$ cat config.mk
export PLATFORM = sky130hd
export DESIGN_NAME = fsm_if_rx
export DESIGN_NICKNAME = d
export VERILOG_FILES = /design/src/rtl/fsm_if_pkg.sv /design/src/rtl/fsm_if_rx_fifo.sv /design/src/rtl/fsm_if_rx.sv
export SDC_FILE = /design/constraint.sdc
export NUM_CORES = 1
export LEC_CHECK = 0
export ABC_AREA = 1
export CAP_MARGIN = 20
export CORE_ASPECT_RATIO = 0.9
export CORE_MARGIN = 2
export CORE_UTILIZATION = 58
export CTS_CLUSTER_DIAMETER = 50
export DETAILED_ROUTE_END_ITERATION = 10
export GPL_TIMING_DRIVEN = 0
export PLACE_DENSITY = 0.88
export SETUP_SLACK_MARGIN = 0.2
export SLEW_MARGIN = 5
export SYNTH_ARGS = -nofsm -noshare
export SYNTH_HDL_FRONTEND = slang
export SYNTH_SLANG_ARGS = --single-unit
$ cat constraint.sdc
create_clock -name clk -period 1.94 [get_ports clk]
set_clock_uncertainty 0.15 [all_clocks]
set_input_delay 0.388 -clock clk [delete_from_list [all_inputs] [get_ports clk]]
set_output_delay 0.388 -clock clk [all_outputs]
set_load 0.01 [all_outputs]
$ cat src/rtl/fsm_if_pkg.sv
// Shared types and constants for the FSM_IF target-side receiver.
package fsm_if_pkg;

    typedef enum logic [1:0] {
        IDLE  = 2'd0,
        SHIFT = 2'd1,
        HOLD  = 2'd2,
        ERR   = 2'd3
    } rx_state_t;

    localparam int SYNC_STAGES   = 2;
    localparam int MIN_CLK_RATIO = 4;

    function automatic logic even_parity(input logic [31:0] d);
        return ^d;
    endfunction

endpackage

$ cat src/rtl/fsm_if_rx_fifo.sv
// First-word-fall-through FIFO holding committed receive words.
module fsm_if_rx_fifo #(
    parameter int DATA_W     = 8,
    parameter int FIFO_DEPTH = 4
) (
    input  logic              clk,
    input  logic              rst_n,
    input  logic              flush,
    input  logic              push,
    input  logic [DATA_W-1:0] push_data,
    input  logic              pop,
    output logic [DATA_W-1:0] head,
    output logic              empty,
    output logic              full
);
    localparam int AW = $clog2(FIFO_DEPTH);

    logic [DATA_W-1:0] r_mem [FIFO_DEPTH];
    logic [AW:0]       r_wr_ptr;
    logic [AW:0]       r_rd_ptr;
    logic              w_do_push;
    logic              w_do_pop;

    assign empty     = (r_wr_ptr == r_rd_ptr);
    assign full      = (r_wr_ptr[AW] != r_rd_ptr[AW]) && (r_wr_ptr[AW-1:0] == r_rd_ptr[AW-1:0]);
    // A full FIFO still accepts a push when the head leaves in the same cycle.
    assign w_do_push = push & (~full | pop);
    assign w_do_pop  = pop & ~empty;
    assign head      = r_mem[r_rd_ptr[AW-1:0]];

    // Read/write pointer update with flush
    always_ff @(posedge clk or negedge rst_n) begin
        if (!rst_n) begin
            r_wr_ptr <= {(AW+1){1'b0}};
            r_rd_ptr <= {(AW+1){1'b0}};
        end else if (flush) begin
            r_wr_ptr <= {(AW+1){1'b0}};
            r_rd_ptr <= {(AW+1){1'b0}};
        end else begin
            if (w_do_push) r_wr_ptr <= r_wr_ptr + {{AW{1'b0}}, 1'b1};
            if (w_do_pop)  r_rd_ptr <= r_rd_ptr + {{AW{1'b0}}, 1'b1};
        end
    end

    // Storage array write
    always_ff @(posedge clk or negedge rst_n) begin
        if (!rst_n) begin
            for (int i = 0; i < FIFO_DEPTH; i++) r_mem[i] <= {DATA_W{1'b0}};
        end else if (w_do_push && !flush) begin
            r_mem[r_wr_ptr[AW-1:0]] <= push_data;
        end
    end

endmodule

$ cat src/rtl/fsm_if_rx.sv
// FSM_IF receiver: synchronizes the test strobes, deserializes words, queues them for the core.
// Optional even-parity word check is enabled by defining FSM_IF_RX_PARITY_EN.
module fsm_if_rx
    import fsm_if_pkg::*;
#(
    parameter int DATA_W     = 8,
    parameter int FIFO_DEPTH = 4
) (
    input  logic              clk,
    input  logic              rst_n,
    input  logic              tclk,
    input  logic              trst,
    input  logic              sr_en,
    input  logic              dq_en,
    input  logic              tdi,
    output logic [DATA_W-1:0] out_data,
    output logic              out_valid,
    input  logic              out_ready,
    output logic              frame_err,
    output logic              overflow,
    output logic              par_err
);
`ifdef FSM_IF_RX_PARITY_EN
    localparam int N_BITS = DATA_W + 1;
`else
    localparam int N_BITS = DATA_W;
`endif
    localparam int CW = $clog2(N_BITS + 1);

    logic [SYNC_STAGES-1:0][4:0] r_sync;
    logic [4:0]        w_sync;
    logic              w_tclk_s, w_trst_s, w_sr_s, w_dq_s, w_tdi_s;
    logic              r_tclk_d;
    logic              w_tick;
    rx_state_t         r_state, w_state_nxt;
    logic [CW-1:0]     r_cnt, w_cnt_nxt, w_cnt_inc;
    logic [N_BITS-1:0] r_shreg, w_shreg_nxt, w_shifted;
    logic [DATA_W-1:0] w_payload;
    logic              w_par_ok;
    logic              w_push_nxt, w_frame_err_nxt, w_par_err_nxt;
    logic              r_push;
    logic [DATA_W-1:0] r_push_data;
    logic              r_frame_err, r_par_err, r_overflow;
    logic              w_empty, w_full, w_pop;
    logic [DATA_W-1:0] w_head;

    assign {w_tclk_s, w_trst_s, w_sr_s, w_dq_s, w_tdi_s} = w_sync;
    assign w_sync    = r_sync[SYNC_STAGES-1];
    assign w_tick    = w_tclk_s & ~r_tclk_d;
    assign w_cnt_inc = r_cnt + {{(CW-1){1'b0}}, 1'b1};
    // Bits arrive LSB first, so each new bit enters at the top and slides down.
    assign w_shifted = {w_tdi_s, r_shreg[N_BITS-1:1]};
    assign w_payload = r_shreg[DATA_W-1:0];
`ifdef FSM_IF_RX_PARITY_EN
    assign w_par_ok  = (r_shreg[N_BITS-1] == even_parity(32'(w_payload)));
`else
    assign w_par_ok  = 1'b1;
`endif

    // Pin synchronizers and registered tclk for edge detect
    always_ff @(posedge clk or negedge rst_n) begin
        if (!rst_n) begin
            r_sync   <= '0;
            r_tclk_d <= 1'b0;
        end else begin
            r_sync   <= {r_sync[SYNC_STAGES-2:0], tclk, trst, sr_en, dq_en, tdi};
            r_tclk_d <= w_tclk_s;
        end
    end

    // Receive FSM next state, shift/count update and event pulses
    always_comb begin
        w_state_nxt     = r_state;
        w_cnt_nxt       = r_cnt;
        w_shreg_nxt     = r_shreg;
        w_push_nxt      = 1'b0;
        w_frame_err_nxt = 1'b0;
        w_par_err_nxt   = 1'b0;
        if (w_trst_s) begin
            w_state_nxt = IDLE;
            w_cnt_nxt   = {CW{1'b0}};
            w_shreg_nxt = {N_BITS{1'b0}};
        end else if (w_tick) begin
            if (w_sr_s && w_dq_s) begin
                w_frame_err_nxt = 1'b1;
                w_state_nxt     = ERR;
            end else if (w_dq_s) begin
                if (r_state == HOLD) begin
                    if (w_par_ok) w_push_nxt = 1'b1;
                    else          w_par_err_nxt = 1'b1;
                end else begin
                    w_frame_err_nxt = 1'b1;
                end
                w_state_nxt = IDLE;
                w_cnt_nxt   = {CW{1'b0}};
                w_shreg_nxt = {N_BITS{1'b0}};
            end else if (w_sr_s) begin
                case (r_state)
                    IDLE, SHIFT: begin
                        w_shreg_nxt = w_shifted;
                        w_cnt_nxt   = w_cnt_inc;
                        w_state_nxt = (w_cnt_inc == CW'(N_BITS)) ? HOLD : SHIFT;
                    end
                    HOLD:    w_state_nxt = ERR;
                    ERR:     w_state_nxt = ERR;
                    default: w_state_nxt = IDLE;
                endcase
            end else begin
                w_state_nxt = r_state;
            end
        end else begin
            w_state_nxt = r_state;
        end
    end

    // FSM, datapath and output event registers
    always_ff @(posedge clk or negedge rst_n) begin
        if (!rst_n) begin
            r_state     <= IDLE;
            r_cnt       <= {CW{1'b0}};
            r_shreg     <= {N_BITS{1'b0}};
            r_push      <= 1'b0;
            r_push_data <= {DATA_W{1'b0}};
            r_frame_err <= 1'b0;
            r_par_err   <= 1'b0;
        end else begin
            r_state     <= w_state_nxt;
            r_cnt       <= w_cnt_nxt;
            r_shreg     <= w_shreg_nxt;
            r_push      <= w_push_nxt;
            r_push_data <= w_payload;
            r_frame_err <= w_frame_err_nxt;
            r_par_err   <= w_par_err_nxt;
        end
    end

    // Sticky overflow: judged when the push reaches the FIFO so a same-cycle pop still makes room
    always_ff @(posedge clk or negedge rst_n) begin
        if (!rst_n) begin
            r_overflow <= 1'b0;
        end else if (w_trst_s) begin
            r_overflow <= 1'b0;
        end else if (r_push && w_full && !w_pop) begin
            r_overflow <= 1'b1;
        end
    end

    assign w_pop = out_ready & ~w_empty;

    fsm_if_rx_fifo #(
        .DATA_W     (DATA_W),
        .FIFO_DEPTH (FIFO_DEPTH)
    ) u_fifo (
        .clk       (clk),
        .rst_n     (rst_n),
        .flush     (w_trst_s),
        .push      (r_push),
        .push_data (r_push_data),
        .pop       (w_pop),
        .head      (w_head),
        .empty     (w_empty),
        .full      (w_full)
    );

    assign out_data  = w_head;
    assign out_valid = ~w_empty;
    assign frame_err = r_frame_err;
    assign par_err   = r_par_err;
    assign overflow  = r_overflow;

endmodule
## After elaboration in Yosys (flattened, before gate mapping)

Index checks and enable logic that the tools add are counted.

- Register bits after elaboration: 74
- Bits of input ports: 8
- Output and inout bits: 12
- Logic and storage cells: 101

- Add/subtract/negate cells: 3
- Order comparisons: 3
- Equality and inequality tests: 8
- Mux-type cells: 41
- Bitwise logic cells: 10
- Reductions and logical operators: 20

Operators by type and width:

| cell | number |
|---|---|
| $mux W8 | 9 |
| $bwmux W32 | 1 |
| $mux W4 | 6 |
| $bmux W8 S2 | 1 |
| $demux W8 S2 | 1 |
| $mux W1 | 12 |
| $mux W2 | 6 |
| $mux W3 | 4 |
| $reduce_bool A2 Y1 | 4 |
| $add A3 B1 Y3 const B | 2 |
| $ge A3 B3 Y1 const B | 2 |
| $logic_and A1 B1 Y1 | 6 |
| $not A2 Y3 | 2 |
| $reduce_bool A3 Y1 | 2 |
| $add A4 B1 Y4 const B | 1 |
| $and A1 B1 Y1 | 4 |
| $eq A2 B2 Y1 const B | 2 |
| $eq A4 B4 Y1 const B | 1 |
| $pmux W2 S2 | 1 |
| $reduce_and A4 Y1 | 1 |
| $reduce_bool A4 Y1 | 1 |
| $reduce_or A2 Y1 | 2 |
| $eq A3 B3 Y1 | 1 |
| $lt A3 B1 Y1 const B | 1 |
| 9 further kinds | 12 |

## Depth between registers and ports, before layout

Gate-level depths: netlist (run 1).

- Word-level depth: 9
- Mapped depth: 11
- Depth with buffers taken out: 10

## Modules after synthesis

From an unflattened synthesis (run 1), not the netlist that was laid out.

- Cell total of the unflattened synthesis: 364
- Area total of the unflattened synthesis: 3,211.8 um^2

Modules (own cells, without submodules):

| module | times used | cells each | area each (um^2) | sequential area each (um^2) |
|---|---|---|---|---|
| fsm_if_rx_fifo | 1 | 239 | 1,903.1 | 950.9 |
| fsm_if_rx | 1 | 125 | 1,308.8 | 900.9 |

## Worst setup path after synthesis (run 1)

No wires, ideal clock.

- Path type: register -> output
- Start: reg u_fifo.r_rd_ptr[0]
- End: out out_data[6]
- Arrival time: 1.162 ns
- Path slack: 0.240 ns
- Cell stages (with the launch flop): 6
- Path buffers: 2
- Path through: dfrtp_1 buf_4 inv_4 clkbuf_1 o21ai_0 o22ai_1

- Cells in the longest elaborated chain, start to end: 4

Ends and longest elaborated chain:

| element | line | text |
|---|---|---|
| start, declared | fsm_if_rx_fifo.sv:20 | `logic [AW:0] r_rd_ptr;` |
| start signal, assigned | fsm_if_rx_fifo.sv:35 | `r_rd_ptr <= {(AW+1){1'b0}};` |
| start signal, assigned | fsm_if_rx_fifo.sv:38 | `r_rd_ptr <= {(AW+1){1'b0}};` |
| start signal, assigned | fsm_if_rx_fifo.sv:41 | `if (w_do_pop) r_rd_ptr <= r_rd_ptr + {{AW{1'b0}}, 1'b1};` |
| $not A2 Y3 (implied by the code) | fsm_if_rx_fifo.sv:29 | `assign head = r_mem[r_rd_ptr[AW-1:0]];` |
| $bmux W8 S2 | fsm_if_rx_fifo.sv:29 |  |
| $mux W8 (implied by the code) (2 in series) | fsm_if_rx_fifo.sv:29 |  |
| end, declared | fsm_if_rx.sv:16 | `output logic [DATA_W-1:0] out_data,` |

Every way passes these cells. The select of a mux whose other input is x is not followed.

## Worst setup path in the final report (run 1)

- Start: reg u_fifo.r_rd_ptr[0]
- End: out out_data[4]

Same word-level chain as after synthesis.

==> results of run 1 <==
==> cell families (layout without fill, tap and decap cells) <==
family	count (synthesis)	in the layout	share of synthesized area [%]
and+or+nand+nor	197	197	26.7
DFF	74	74	59.3
AOI/OAI and AO/OA	36	36	6.17
buffers and inverters	31	87	4.17
adders and majority gates	6	6	2.40
xor gates and xnor gates	4	4	1.12
other	1	1	0.120
==> per-stage QoR <==
stage	cells	utilization, %	instance area (sq um)	hold slack, ns	setup TNS, ns
3_3_place_gp	434	64.8	3390	0.182	-158.11
2_1_floorplan	349	-	3120	-0.0576	0
4_1_cts	468	74.2	3880	0.205	-0.323
3_5_place_dp	435	65.3	3410	0.131	-4.12
6_report	472	77.1	4030	0.203	-1.70
5_1_grt	472	77.1	4030	0.211	-3.86
==> power groups by stage <==
stage / Clock (W) / Sequential [W] / Combinational [W]
final: 0.00101 / 0.00164 / 0.00148
after global routing: 0.00110 / 0.00164 / 0.00155
after CTS: 0.00102 / 0.00163 / 0.00124
after detailed placement: 0 / 0.00166 / 0.000844
after global placement: 0 / 0.00166 / 0.000815
after floorplan: 0 / 0.00165 / 0.000475
==> area by class of cell <==
| type | instances | area [sq um] |
|---|---|---|
| Tap cell | 67 | 83.8 |
| Buffer | 7 | 83.8 |
| Fill cell | 307 | 1190 |
| Timing Repair inverter | 2 | 13.8 |
| Timing Repair Buffer | 40 | 398 |
| Clock buffer | 11 | 141 |
| Clock inverter | 3 | 17.5 |
| Multi-Input combinational cell | 244 | 1340 |
| Sequential cell | 74 | 1850 |
| Inverter | 24 | 100 |
==> per-layer routing <==
layer | vias to the layer above | wire, microns | GRT usage [%]
li1 | 1207 | - | -
met1 | 1335 | 2880 | 33.0
met2 | 168 | 3840 | 44.8
met3 | 63 | 729 | 10.3
met4 | 0 | 430 | 14.7
met5 | - | 0 | 0
==> repair_timing <==
action | in CTS | in global routing
resized for setup | 97 | 41
hold buffers | 1 | 0
setup buffers | 14 | 4
setup endpoints to repair | 35 | 47
gates cloned | 4 | 0
pin swaps | 29 | 45
hold endpoints to repair | 17 | 0
==> Yosys cell counts (2+ instances only) <==
master / instances
nand2_1: 151
inv_2: 2
a21oi_1: 2
nor2_1: 19
nand4_1: 5
inv_1: 21
o22ai_1: 8
xor2_1: 3
clkbuf_1: 2
o21ai_1: 3
ha_1: 6
buf_2: 2
nand3_1: 9
dfrtp_1: 74
o21ai_0: 22
nor2_4: 5
buf_4: 2
nor3_1: 2
==> state kept, by name, indices dropped and copies added (netlist names) <==
signal / flops
u_fifo.r_mem: 32
r_push_data: 8
r_shreg: 8
r_sync: 5
w_sync: 5
r_cnt: 4
u_fifo.r_rd_ptr: 3
u_fifo.r_wr_ptr: 3
r_state: 2
frame_err: 1
overflow: 1
r_push: 1
r_tclk_d: 1
==> critical path: stages (launching register included) <==
cell     delay [ns]
dfrtp_1        0.38
buf_6          0.17
inv_4          0.06
o21ai_0        0.30
o22ai_1        0.12
buf_2          0.16
==> how the worst min path moves through the flow <==
stage,startpoint,to,slack [ns],depth (start not counted)
3_3_place_gp,r_sync[2],w_sync[2],0.18,0
6_report,r_sync[4],w_sync[4],0.20,0
2_1_floorplan,rst_n,frame_err,-0.06,0
3_5_place_dp,rst_n,u_fifo.r_mem[4],0.13,1
4_1_cts,r_sync[3],w_sync[3],0.20,0
5_1_grt,r_sync[0],w_sync[0],0.21,0
==> qor.txt, run 1 <==
Setup crit end: out_data[4]
pwr dens: 1030 nW/um^2
clock-pin slew on the worst setup and hold paths: 0.07 ns
Gate Count Post-Synth: 349
sequential share of power: 39.7%
status: finished with violations
switching power: 0.00135 W
failing checks: setup timing
Max H-tree Level: 3
crit path DAT: 1.55 ns
CP required: 1.40 ns
crit end category: primary output
RePlAce Congestion: 0.881
CP startpoint kind: flop
Clk Latency, worst-skew pair: 0.35 ns
root buf cell: clkbuf_8
commonest non-fill, non-tap cell in the layout: nand2_1
endpoints failing hold: 0
RSZ-0062 raised after global routing: yes
Worst VDD drop: 584 uV
row cnt: 25
register bit total from synthesis: 74
Fmax achieved: 479 MHz
largest net degree at the start of global routing: 58
clock power share: 24.4%
Synthesized Nets: 363
Die Y: 73.6 microns
# IOs: 20
CTS tree: done
fin crit period: 2.09 ns
initial antenna violation count: 0
nets: 416
syn_area_per_cell: 8.95 sq um
worst-case clock buffer depth: 2
worst-path fanout max: 6
Post-synth EDFFs: 0
Initial Util: 59.8%
Detailed Route Iter0 Violations: 304
Total Wirelength: 7880 microns
drt drc: 0
kind of critical path: reg -> out
area grow syn2layout: 29.0%
first-pass GRT wire length: 12300 microns
grt ovf: 0
DR vias/cell: 5.88
Yosys cell types: 29
Ant. Diodes: 0
Worst Setup SP: u_fifo.r_rd_ptr[0]
Hold Path Class: reg -> reg
Synth top area share: 59.3%
Most used DFF post-synth: dfrtp_1
leakage: 2.08 nW
post-route setup slack: -0.148 ns
share of cells above drive strength 1: 29.4%
switch share: 32.7%
ys async rst share: 100%
CTS Sinks: 74
Routed WL per cell: 16.7 microns
Slew Viols, Final: 0
Tcrit/Tclk final: 108%
Die Wd: 81.4 microns
core area: 5220 sq um
Pre-antenna DRT Iters: 5
port bufs: 18
HPWL Detailed: 4240 microns
Comb pwr share: 35.9%
Mapped Area: 3120 sq um
Worst R2R Path Depth: 13
pre-CTS setup slack: -0.528 ns
Area contributors post-synth: dfrtp_1 (59%), nand2_1 (18%), o21ai_0 (3.5%)
Final setup viols: 32
gr usage total: 28.0%
via count: 2773
Seq/Total Area, Yosys: 59.3%
Num CTS Buffers: 9
die footprint: 5990 sq um
most frequent cells in the layout: nand2_1 (120), dfrtp_1 (74), nand2_2 (27), inv_1 (17), nor2_1 (13)
Pwr Total: 0.00413 W
Routed Antenna Nets: 0
Synthesis Warnings: 0
reg2reg end: u_fifo.r_mem[6]
vias in the first global route: 2645
Synth area leader: dfrtp_1
Power Internal: 0.00278 W
R2R Path Start: u_fifo.r_rd_ptr[1]
R2R Setup Slk: -0.10 ns
total of max-cap violations: 0
(Power assumes the default switching activity.)
==> run 2, diff against run 1 <==
- CTS_CLUSTER_SIZE: unset -> 14
==> results of run 2 <==
No change in the layout: final DEF, timing and power equal those of run 1.
==> run 3, diff against run 2 <==
- SYNTH_HIERARCHICAL: unset -> 1
==> qor.txt, run 3 <==
status: finished with violations
failing checks: setup timing
clock-pin slew on the worst setup and hold paths: 0.08 ns (about the same)
Mapped Area: 3210 sq um (+2.8%)
area grow syn2layout: 27.9%
DR vias/cell: 5.91 (+0.62%)
fin crit period: 2.09 ns (+0.00594 ns)
Initial Util: 60.8% (+0.97 points)
Synth area leader: dfrtp_1
WP depth: 13 (+8)
CP required: 2.08 ns (+0.68 ns)
Most used DFF post-synth: dfrtp_1
commonest non-fill, non-tap cell in the layout: nand2_1
Seq/Total Area, Yosys: 57.7% (-1.6 points)
Synth top area share: 57.7% (-1.6 points)
Util after Layout: 77.7% (+0.60 points)
ys async rst share: 100% (unchanged)
Hold Path Class: reg -> reg
most common cell in the netlist: nand2_1
placed inst area: 3510 sq um (+2.8%)
Die Wd: 82.4 microns (+1.3%)
share of cells above drive strength 1: 29.7% (+0.35 points)
largest net degree at the start of global routing: 46 (-21%)
Num CTS Buffers: 9 (unchanged)
fill cell count: 293 (-4.6%)
Top delay family on crit path: simple AND/OR/NAND/NOR gates
grt met2 use: 45.8% (+0.98 points)
register bit total from synthesis: 74 (unchanged)
post-route setup slack: -0.154 ns (-0.00594 ns)
M1 GR Usage: 33.1% (+0.14 points)
grt ovf: 0 (unchanged)
port bufs: 18 (unchanged)
Area contributors post-synth: dfrtp_1 (58%), nand2_1 (18%), nand3_1 (3.1%)
HPWL Detailed: 4430 microns (+4.5%)
vias in the first global route: 2650 (+0.19%)
busiest grt layer: met2
Pre-antenna DRT Iters: 5 (unchanged)
Tcrit/Tclk final: 108% (+0.31 points)
syn_area_per_cell: 8.82 sq um (-1.4%)
Routed WL per cell: 17.8 microns (+6.7%)
CP startpoint kind: flop
crit path DAT: 2.24 ns (+0.69 ns)
die footprint: 6150 sq um (+2.7%)
Detailed Route Iter0 Violations: 309 (+1.6%)
Reg with most FFs: u_fifo/r_mem
reg2reg end: u_fifo/r_mem[28]
Synth Area in Compound Gates: 4.67% (-1.5 points)
core area: 5290 sq um (+1.2%)
Regs by FF count: u_fifo/r_mem (32), r_push_data (8), r_shreg (8)
CTS tree: done
total of max-cap violations: 0 (unchanged)
kind of critical path: reg -> reg
crit-path cells: buf_6 -> inv_8 -> nand2_4 -> nand2_4 -> nand4_1 -> inv_2 -> nor2_4 -> inv_2 -> nand4_4 -> nand3_4 -> nor2_4 -> nand2_1 -> nand2_1
first-pass GRT wire length: 12300 microns (about the same)
max reg flops: 32 (unchanged)
worst-path fanout max: 8 (+2)
worst-case clock buffer depth: 2 (unchanged)
Synthesis Warnings: 6 (+6)
Clk Latency, worst-skew pair: 0.35 ns (about the same)
Die Y: 74.6 microns (+1.3%)
Max H-tree Level: 3 (unchanged)
leakage: 2.12 nW (+2.3%)
Crit-path slowest cell: dfrtp_1
crit end category: flop
Slew Viols, Final: 0 (unchanged)
Gate Count Post-Synth: 364 (+4.3%)
pwr dens: 979 nW/um^2 (-4.5%)
top cells by count, synth: nand2_1 (150), dfrtp_1 (74), nor2_1 (26)
RSZ-0062 raised after global routing: yes
largest family of logic cells by synthesized area: simple AND/OR/NAND/NOR gates
nets: 426 (+2.4%)
CTS Sinks: 74 (unchanged)
gr usage total: 27.4% (-0.61 points)
Worst VDD drop: 697 uV (+19%)
Worst R2R Path Depth: 13 (unchanged)
Fmax achieved: 478 MHz (-0.28%)
Global Route met3 Usage: 8.37% (-1.9 points)
Yosys cell types: 27 (-6.9%)
endpoints failing hold: 0 (unchanged)
# IOs: 20 (unchanged)
RePlAce Congestion: 0.846 (-3.9%)
Worst Setup SP: u_fifo/r_rd_ptr[0]
drt drc: 0 (unchanged)
Post-synth EDFFs: 0 (unchanged)
placed insts: 450 (+3.4%)
Ant. Diodes: 0 (unchanged)
post-synthesis adder-cell area fraction: 2.34% (-0.066 points)
fin area: 4110 sq um (+2.0%)
most frequent cells in the layout: nand2_1 (117), dfrtp_1 (74), nand2_2 (27), nand3_1 (18), nor2_1 (16)
initial antenna violation count: 0 (unchanged)
via count: 2861 (+3.2%)
CP max stage delay: 0.37 ns (about the same)
R2R Path Start: u_fifo/r_rd_ptr[0]
post-synthesis simple-gate area fraction: 29.9% (+3.2 points)
R2R Setup Slk: -0.15 ns (-0.05 ns)
fin cells: 484 (+2.5%)
Final setup viols: 43 (+34%)
XOR/XNOR Fraction of Synth Area: 0.818% (-0.30 points)
root buf cell: clkbuf_8
post-synthesis mux area share: 0% (unchanged)
Crit path buffers/inverters: 4 (+1)
Routed Antenna Nets: 0 (unchanged)
Synthesized Nets: 378 (+4.1%)
pre-CTS setup slack: -0.473 ns (+0.0550 ns)
Total Wirelength: 8620 microns (+9.4%)
Setup crit end: u_fifo/r_mem[28]
row cnt: 25 (unchanged)
-- run 3: worst min path at each step --
stage / cells past startpoint / from / endpoint / slack (ns)
2_1_floorplan: 0 / rst_n / frame_err / -0.06
3_3_place_gp: 0 / r_sync[2] / w_sync[2] / 0.18
3_5_place_dp: 0 / r_sync[1] / w_sync[1] / 0.18
4_1_cts: 0 / r_sync[3] / w_sync[3] / 0.20
5_1_grt: 0 / r_sync[3] / w_sync[3] / 0.21
6_report: 0 / r_sync[3] / w_sync[3] / 0.19
-- run 3: timing repair --
| item | in CTS | in global routing |
|---|---|---|
| endpoints found under the setup margin | 46 | 47 |
| hold endpoints to repair | 29 | 0 |
| pin swaps | 21 | 43 |
| gates resized for setup | 85 | 55 |
| hold buffers | 1 | 0 |
| setup buffers | 14 | 1 |
| cloned | 2 | 0 |
-- run 3: final cells by class --
class / count / area, sq um / share of cell area (%)
Buffer: 9 / 100 / 2.44
Timing Repair Buffer: 36 / 320 / 7.80
Clock buffer: 12 / 145 / 3.53
Clock inverter: 4 / 51.3 / 1.25
Tap cell: 67 / 83.8 / 2.04
Timing Repair inverter: 1 / 6.26 / 0.152
Sequential cell: 74 / 1850 / 45.1
Multi-Input combinational cell: 258 / 1450 / 35.3
Inverter: 23 / 98.8 / 2.41
-- run 3: metal layers --
layer | wire (microns) | part of all wire (%)
met2 | 4190 | 49
met5 | 0 | 0
met3 | 796 | 9.2
met1 | 3280 | 38
met4 | 365 | 4.2
-- run 3: cell families (layout without fill, tap and decap cells) --
group                    after synthesis  count (layout)
AO/OA/AOI/OAI                         28              28
XOR/XNOR                               3               3
adder cells (fa/ha/maj)                6               6
buffers and inverters                 32              85
flip-flops                            74              74
other                                  1               1
AND/OR/NAND/NOR                      220             220
-- run 3: power breakdown --
group | leakage [nW] | internal [W] | total, W | switching [W]
clock | 0.0966 | 0.000630 | 0.00118 | 0.000549
sequential | 1.00 | 0.00159 | 0.00163 | 0.0000417
combinational | 1.03 | 0.000512 | 0.00121 | 0.000701
-- run 3: stage by stage --
step           setup TNS (ns)  total power (W)  hold WS, ns
5_1_grt                 -6.68          0.00420        0.206
6_report                -3.41          0.00402        0.193
4_1_cts                -0.477          0.00380        0.201
3_5_place_dp            -8.31          0.00249        0.185
3_3_place_gp          -161.85          0.00246        0.182
2_1_floorplan               0          0.00214      -0.0576
-- run 3: worst register-to-register path, delay by kind of cell (launching register included) --
kind | cells | cell delay [ns]
buffers and inverters | 4 | 0.38
flip-flops | 1 | 0.37
AND/OR/NAND/NOR | 9 | 1.12
